$ cat src/rtl/psram_apb_arbiter.sv
// psram_apb_arbiter
//   Two-requester APB arbiter in front of a single PSRAM APB controller.
//   Each requester (m0, m1) raises psel to ask for a transfer. The arbiter
//   picks one winner while idle, copies its request into the out_* register
//   set and runs a normal SETUP/ACCESS cycle toward the controller. The
//   response is routed back only to the winner. A simultaneous request is
//   resolved round-robin: the requester not served last wins.
//
// Ports
//   clk, resetn          : clock (rising edge), asynchronous active-low reset
//   mN_paddr .. mN_pstrb : APB request from requester N (N = 0, 1)
//   mN_pready/prdata/pslverr : APB response to requester N
//   out_paddr .. out_pstrb   : APB master side toward the PSRAM controller
//   out_pready/prdata/pslverr: response from the PSRAM controller
//   gnt                  : index of the current or most recent grant (debug)

module psram_apb_arbiter #(
  parameter int ADDR_W = 32
) (
  input  logic              clk,
  input  logic              resetn,

  input  logic [ADDR_W-1:0] m0_paddr,
  input  logic              m0_psel,
  input  logic              m0_penable,
  input  logic [2:0]        m0_pprot,
  input  logic              m0_pwrite,
  input  logic [31:0]       m0_pwdata,
  input  logic [3:0]        m0_pstrb,
  output logic              m0_pready,
  output logic [31:0]       m0_prdata,
  output logic              m0_pslverr,

  input  logic [ADDR_W-1:0] m1_paddr,
  input  logic              m1_psel,
  input  logic              m1_penable,
  input  logic [2:0]        m1_pprot,
  input  logic              m1_pwrite,
  input  logic [31:0]       m1_pwdata,
  input  logic [3:0]        m1_pstrb,
  output logic              m1_pready,
  output logic [31:0]       m1_prdata,
  output logic              m1_pslverr,

  output logic [ADDR_W-1:0] out_paddr,
  output logic              out_psel,
  output logic              out_penable,
  output logic [2:0]        out_pprot,
  output logic              out_pwrite,
  output logic [31:0]       out_pwdata,
  output logic [3:0]        out_pstrb,
  input  logic              out_pready,
  input  logic [31:0]       out_prdata,
  input  logic              out_pslverr,

  output logic              gnt
);

  typedef enum logic [1:0] {
    IDLE   = 2'd0,
    SETUP  = 2'd1,
    ACCESS = 2'd2
  } state_t;

  state_t state, state_next;

  logic grant;       // requester owning the current/most recent transfer
  logic last_grant;  // requester whose transfer completed most recently
  logic any_req;
  logic winner;

  // Requester penable carries no meaning for arbitration; only psel is a request.
  logic unused_penable;
  assign unused_penable = m0_penable ^ m1_penable;

  always_ff @(posedge clk or negedge resetn) begin
    if (!resetn) state <= IDLE;
    else         state <= state_next;
  end

  // Next-state and APB control outputs. psel/penable are decoded from the
  // state so an asynchronous reset drops them in the same cycle.
  always_comb begin
    state_next  = state;
    out_psel    = 1'b0;
    out_penable = 1'b0;
    any_req     = m0_psel | m1_psel;
    // On a tie the requester not served last wins; otherwise the lone requester.
    if (m0_psel && m1_psel) winner = ~last_grant;
    else                    winner = m1_psel;

    case (state)
      IDLE: begin
        if (any_req) state_next = SETUP;
      end
      SETUP: begin
        out_psel   = 1'b1;
        state_next = ACCESS;
      end
      ACCESS: begin
        out_psel    = 1'b1;
        out_penable = 1'b1;
        if (out_pready) state_next = IDLE;
      end
      default: state_next = IDLE;
    endcase
  end

  // Grant bookkeeping and the request copy driven toward the controller.
  // The copy is taken only on the IDLE->SETUP step and then held, which keeps
  // the downstream transfer intact even if the requester drops psel.
  // last_grant resets to 1 so requester 0 wins the first tie.
  always_ff @(posedge clk or negedge resetn) begin
    if (!resetn) begin
      grant      <= 1'b0;
      last_grant <= 1'b1;
      out_paddr  <= '0;
      out_pprot  <= '0;
      out_pwrite <= 1'b0;
      out_pwdata <= '0;
      out_pstrb  <= '0;
    end else begin
      if (state == IDLE && any_req) begin
        grant <= winner;
        if (winner) begin
          out_paddr  <= m1_paddr;
          out_pprot  <= m1_pprot;
          out_pwrite <= m1_pwrite;
          out_pwdata <= m1_pwdata;
          out_pstrb  <= m1_pstrb;
        end else begin
          out_paddr  <= m0_paddr;
          out_pprot  <= m0_pprot;
          out_pwrite <= m0_pwrite;
          out_pwdata <= m0_pwdata;
          out_pstrb  <= m0_pstrb;
        end
      end
      if (state == ACCESS && out_pready) last_grant <= grant;
    end
  end

  assign gnt = grant;

  // Responses reach only the granted requester, and only during ACCESS.
  assign m0_pready  = (state == ACCESS) && !grant && out_pready;
  assign m1_pready  = (state == ACCESS) &&  grant && out_pready;
  assign m0_prdata  = ((state == ACCESS) && !grant) ? out_prdata  : 32'h0;
  assign m1_prdata  = ((state == ACCESS) &&  grant) ? out_prdata  : 32'h0;
  assign m0_pslverr = ((state == ACCESS) && !grant) ? out_pslverr : 1'b0;
  assign m1_pslverr = ((state == ACCESS) &&  grant) ? out_pslverr : 1'b0;

endmodule
$ cat config.mk
export PLATFORM = sky130hd
export DESIGN_NAME = psram_apb_arbiter
export DESIGN_NICKNAME = d
export VERILOG_FILES = /design/src/rtl/psram_apb_arbiter.sv
export SDC_FILE = /design/constraint.sdc
export NUM_CORES = 1
export LEC_CHECK = 0
export ABC_CLOCK_PERIOD_IN_PS = 3050
export CAP_MARGIN = 20
export CORE_AREA = 10 10 120 122
export CTS_CLUSTER_SIZE = 25
export DETAILED_ROUTE_END_ITERATION = 8
export DIE_AREA = 0 0 130 132
export PLACE_DENSITY = 0.81
export SETUP_SLACK_MARGIN = 0.15
export SLEW_MARGIN = 20
export SYNTH_ARGS = -nofsm -noshare
export SYNTH_HDL_FRONTEND = slang
export SYNTH_SLANG_ARGS = --single-unit
$ cat constraint.sdc
create_clock -name clk -period 3.05 [get_ports clk]
set_input_delay 0.4575 -clock clk [delete_from_list [all_inputs] [get_ports clk]]
set_output_delay 0.4575 -clock clk [all_outputs]
set_load 0.02 [all_outputs]
==> impl_metrics.py <==
metrics = {
    "logic_synthesis": {
        "ys.flop_type": "dfrtp_1",
        "synth_edf_count": 0,
        "yosysMostFrequentCell": "a21oi_1",
        "netlist_area_um2": 3990,
        "synth_top_area_cell": "dfrtp_1",
        "yosys.area.top_type_share": 0.471,
        "synthXorXnorAreaFrac": 0,
        "synth_compound_area_frac": 0.194,
        "synth_seq_area_share": 0.478,
        "synth.avg_cell_area_um2": 8.10,
        "ys_ff_latch": 76,
        "ys_top_cells_by_area": "dfrtp_1, a21oi_1, nand2_1, nor2_1, and2_1",
        "yosys.cell_types.count": 21,
        "synthMuxAreaShare": 0.00565,
        "yosysWarnings": 0,
        "yosys.area_share.simple": 0.247,
        "synthTopCellsByCount": "a21oi_1, dfrtp_1, nand2_1, nor2_1",
        "yosys.area_share.adder": 0.0126,
        "synth_cells": 492,
        "ys_async_sr_fraction": 1.00,
        "synth_top_family_by_area": "simple AND/OR/NAND/NOR gates",
        "synth.net_count": 680,
    },
    "cts": {
        "post_cts_buffers": 0,
        "cts_root_buf": "clkbuf_16",
        "clk_latency_ns": 0.33,
        "cts_buffer_depth": 2,
        "cts_buffers": 9,
        "path_clk_slew_ns": 0.06,
        "cts_htree_levels": 3,
        "clock-sinks": 76,
        "cts_tree": "done",
    },
    "detailed_routing": {
        "wl_met2_um": 10100,
        "drtIter0Drc": 296,
        "wl_per_cell_um": 19.6,
        "wl_um": 18600,
        "remaining_drc_errors": 0,
        "ant_nets": 0,
        "m1WireLength_um": 6620,
        "vias_per_cell": 4.97,
        "drt_pass1_iterations": 4,
        "vias": 4718,
        "top_layer_used": "met4",
        "wl_met3_um": 1520,
    },
    "critical_path": {
        "cp_num_buf_inv": 3,
        "worstPathCellList": "inv_1, ha_2, buf_4, and3_1, clkdlybuf4s50_1",
        "cp.arrival_ns": 2.28,
        "critPathSlowestCell": "clkdlybuf4s50_1",
        "critPathLaunchType": "flop",
        "cp_slowest_stage_delay_ns": 0.64,
        "crit_fanout": 21,
        "endpoint_kind": "primary output",
        "rr_endpoint": "out_pwdata[10]",
        "cp_top_family": "buffers and inverters",
        "r2r_cells": 6,
        "required_ns": 2.59,
        "critical_path_class": "reg -> out",
        "regToRegSetupSlack_ns": 1.31,
        "r2r_start": "state[0]",
    },
    "power": {
        "cellPowerDensity_nw_per_um2": 920,
        "finalPower_uw": 6970,
        "leakagePower_uw": 0.00321,
        "ir_drop_uv": 497,
    },
    "cells_and_area": {
        "synthToLayoutAreaGrowth_pct": 90.0,
        "postLayoutCoreUtil": 0.636,
        "diodes": 0,
        "final_area_um2": 7570,
        "drive_gt1_frac": 0.0436,
        "nets": 985,
        "fillers": 1006,
    },
    "sta": {
        "rsz0062_at_grt": "no",
        "slew_headroom": 0.349,
        "hold_viol": 0,
        "min_period_over_period": 0.898,
        "drv_slew": 0,
        "fin_skew_ns": 0.00602,
        "max_freq_mhz": 365,
        "setup_viol": 0,
        "setup_ws_ns": 0.310,
        "period_needed_ns": 2.74,
        "tns_ns": 0,
        "worstMarginPinSlew_ns": 0.976,
    },
    "grt": {
        "grt_max_degree": 77,
        "grt_pass1_wl_um": 28300,
        "antenna_found_initial": 0,
        "track_usage": 0.209,
        "grt_pass1_vias": 4874,
        "grt_overflow": 0,
    },
    "min_path": {
        "holdCritPathClass": "in -> async",
    },
    "floorplanning": {
        "die_h_um": 132,
        "io_pins": 327,
        "coreArea_um2": 11900,
        "die_x_um": 130,
        "die_area_um2": 17200,
        "fp-row-count": 40,
        "start_util": 0.335,
    },
    "placement": {
        "dp_hpwl_um": 14700,
        "gp_congestion": 0.828,
        "place_area_um2": 7270,
        "pre_cts_slack_ns": 0.547,
        "io_buffers": 324,
    },
    "job": {
        "maxCapViolations": 0,
    },
    "status": {
        "status": "finished, final reports clean",
    },
}
[layout make-up]
cell class	instances	area [um^2]	share of cell area
Clock buffer	14	284	0.0375
Clock inverter	2	16.3	0.00215
Inverter	2	7.51	0.000991
Multi-Input combinational cell	373	1860	0.245
Sequential cell	76	1900	0.251
Tap cell	147	184	0.0243
Timing Repair Buffer	335	3320	0.439
[worst reg2reg max path: stages (launching register included)]
cell and delay [ns]:
dfrtp_1 0.39, inv_1 0.14, ha_1 0.31, o21a_2 0.19, buf_4 0.37, nor2_1 0.10
a21oi_1 0.15
[flip-flops by register name, indices dropped and copies added (netlist names)]
name	flops
out_pwrite	1
out_paddr	32
last_grant	1
gnt	1
out_pstrb	4
state	2
out_pwdata	32
out_pprot	3
[kinds of logic after synthesis]
group,after synthesis
AOI/OAI and AO/OA,151
buffers and inverters,43
DFF,76
adders and majority gates,4
and+or+nand+nor,216
muxes,2
[routing by layer]
| layer | global-route usage | vias to the layer above |
|---|---|---|
| met5 | 0 | - |
| met4 | 0.0588 | 0 |
| met3 | 0.0656 | 17 |
| met2 | 0.383 | 214 |
| met1 | 0.221 | 2244 |
| li1 | - | 2243 |
[where the power goes]
group | switching [uW] | internal, uW
clock network | 401 | 642
registers | 285 | 1530
logic | 2280 | 1830
total | 2960 | 4010
[cell usage in the layout, fill, tap and decap left out, drive strengths merged]
cell	netlist	routed
clkdlybuf4s50	0	323
a21oi	145	145
dfrtp	75	75
nand2	73	73
nor2	73	73
and3	34	34
and2	34	34
clkbuf	10	14
buf	31	12
ha	4	4
inv	2	2
nor2b	2	2
mux2	2	2
a21bo	1	1
a21boi	1	1
o21ai	1	1
o21a	1	1
o22ai	1	1
a22o	1	1
clkinv	0	1
clkinvlp	0	1
dfstp	1	1
[timing repair]
item                                    4_1_cts  5_1_grt
endpoints found under the setup margin        0       21
endpoints found under the hold margin         0        0
resized for setup                             0        1
hold buffers                                  0        0
[worst max-delay path by stage]
stage / start / end / slack (ns) / depth (start not counted)
floorplan: state[0] / m0_prdata[10] / 1.23 / 5
global placement: state[0] / m1_prdata[15] / 0.67 / 5
detailed placement: state[0] / m1_prdata[16] / 0.55 / 5
CTS: state[0] / m1_prdata[16] / 0.19 / 5
global route: state[0] / m0_prdata[18] / 0.19 / 6
finish: state[0] / m1_prdata[20] / 0.31 / 5
[through the flow]
stage,cells,hold slack [ns]
2_1_floorplan,492,0.162
3_3_place_gp,933,0.506
3_5_place_dp,933,0.516
4_1_cts,949,0.323
5_1_grt,949,0.358
6_report,949,0.276
Power figures use the tool's default switching activity.
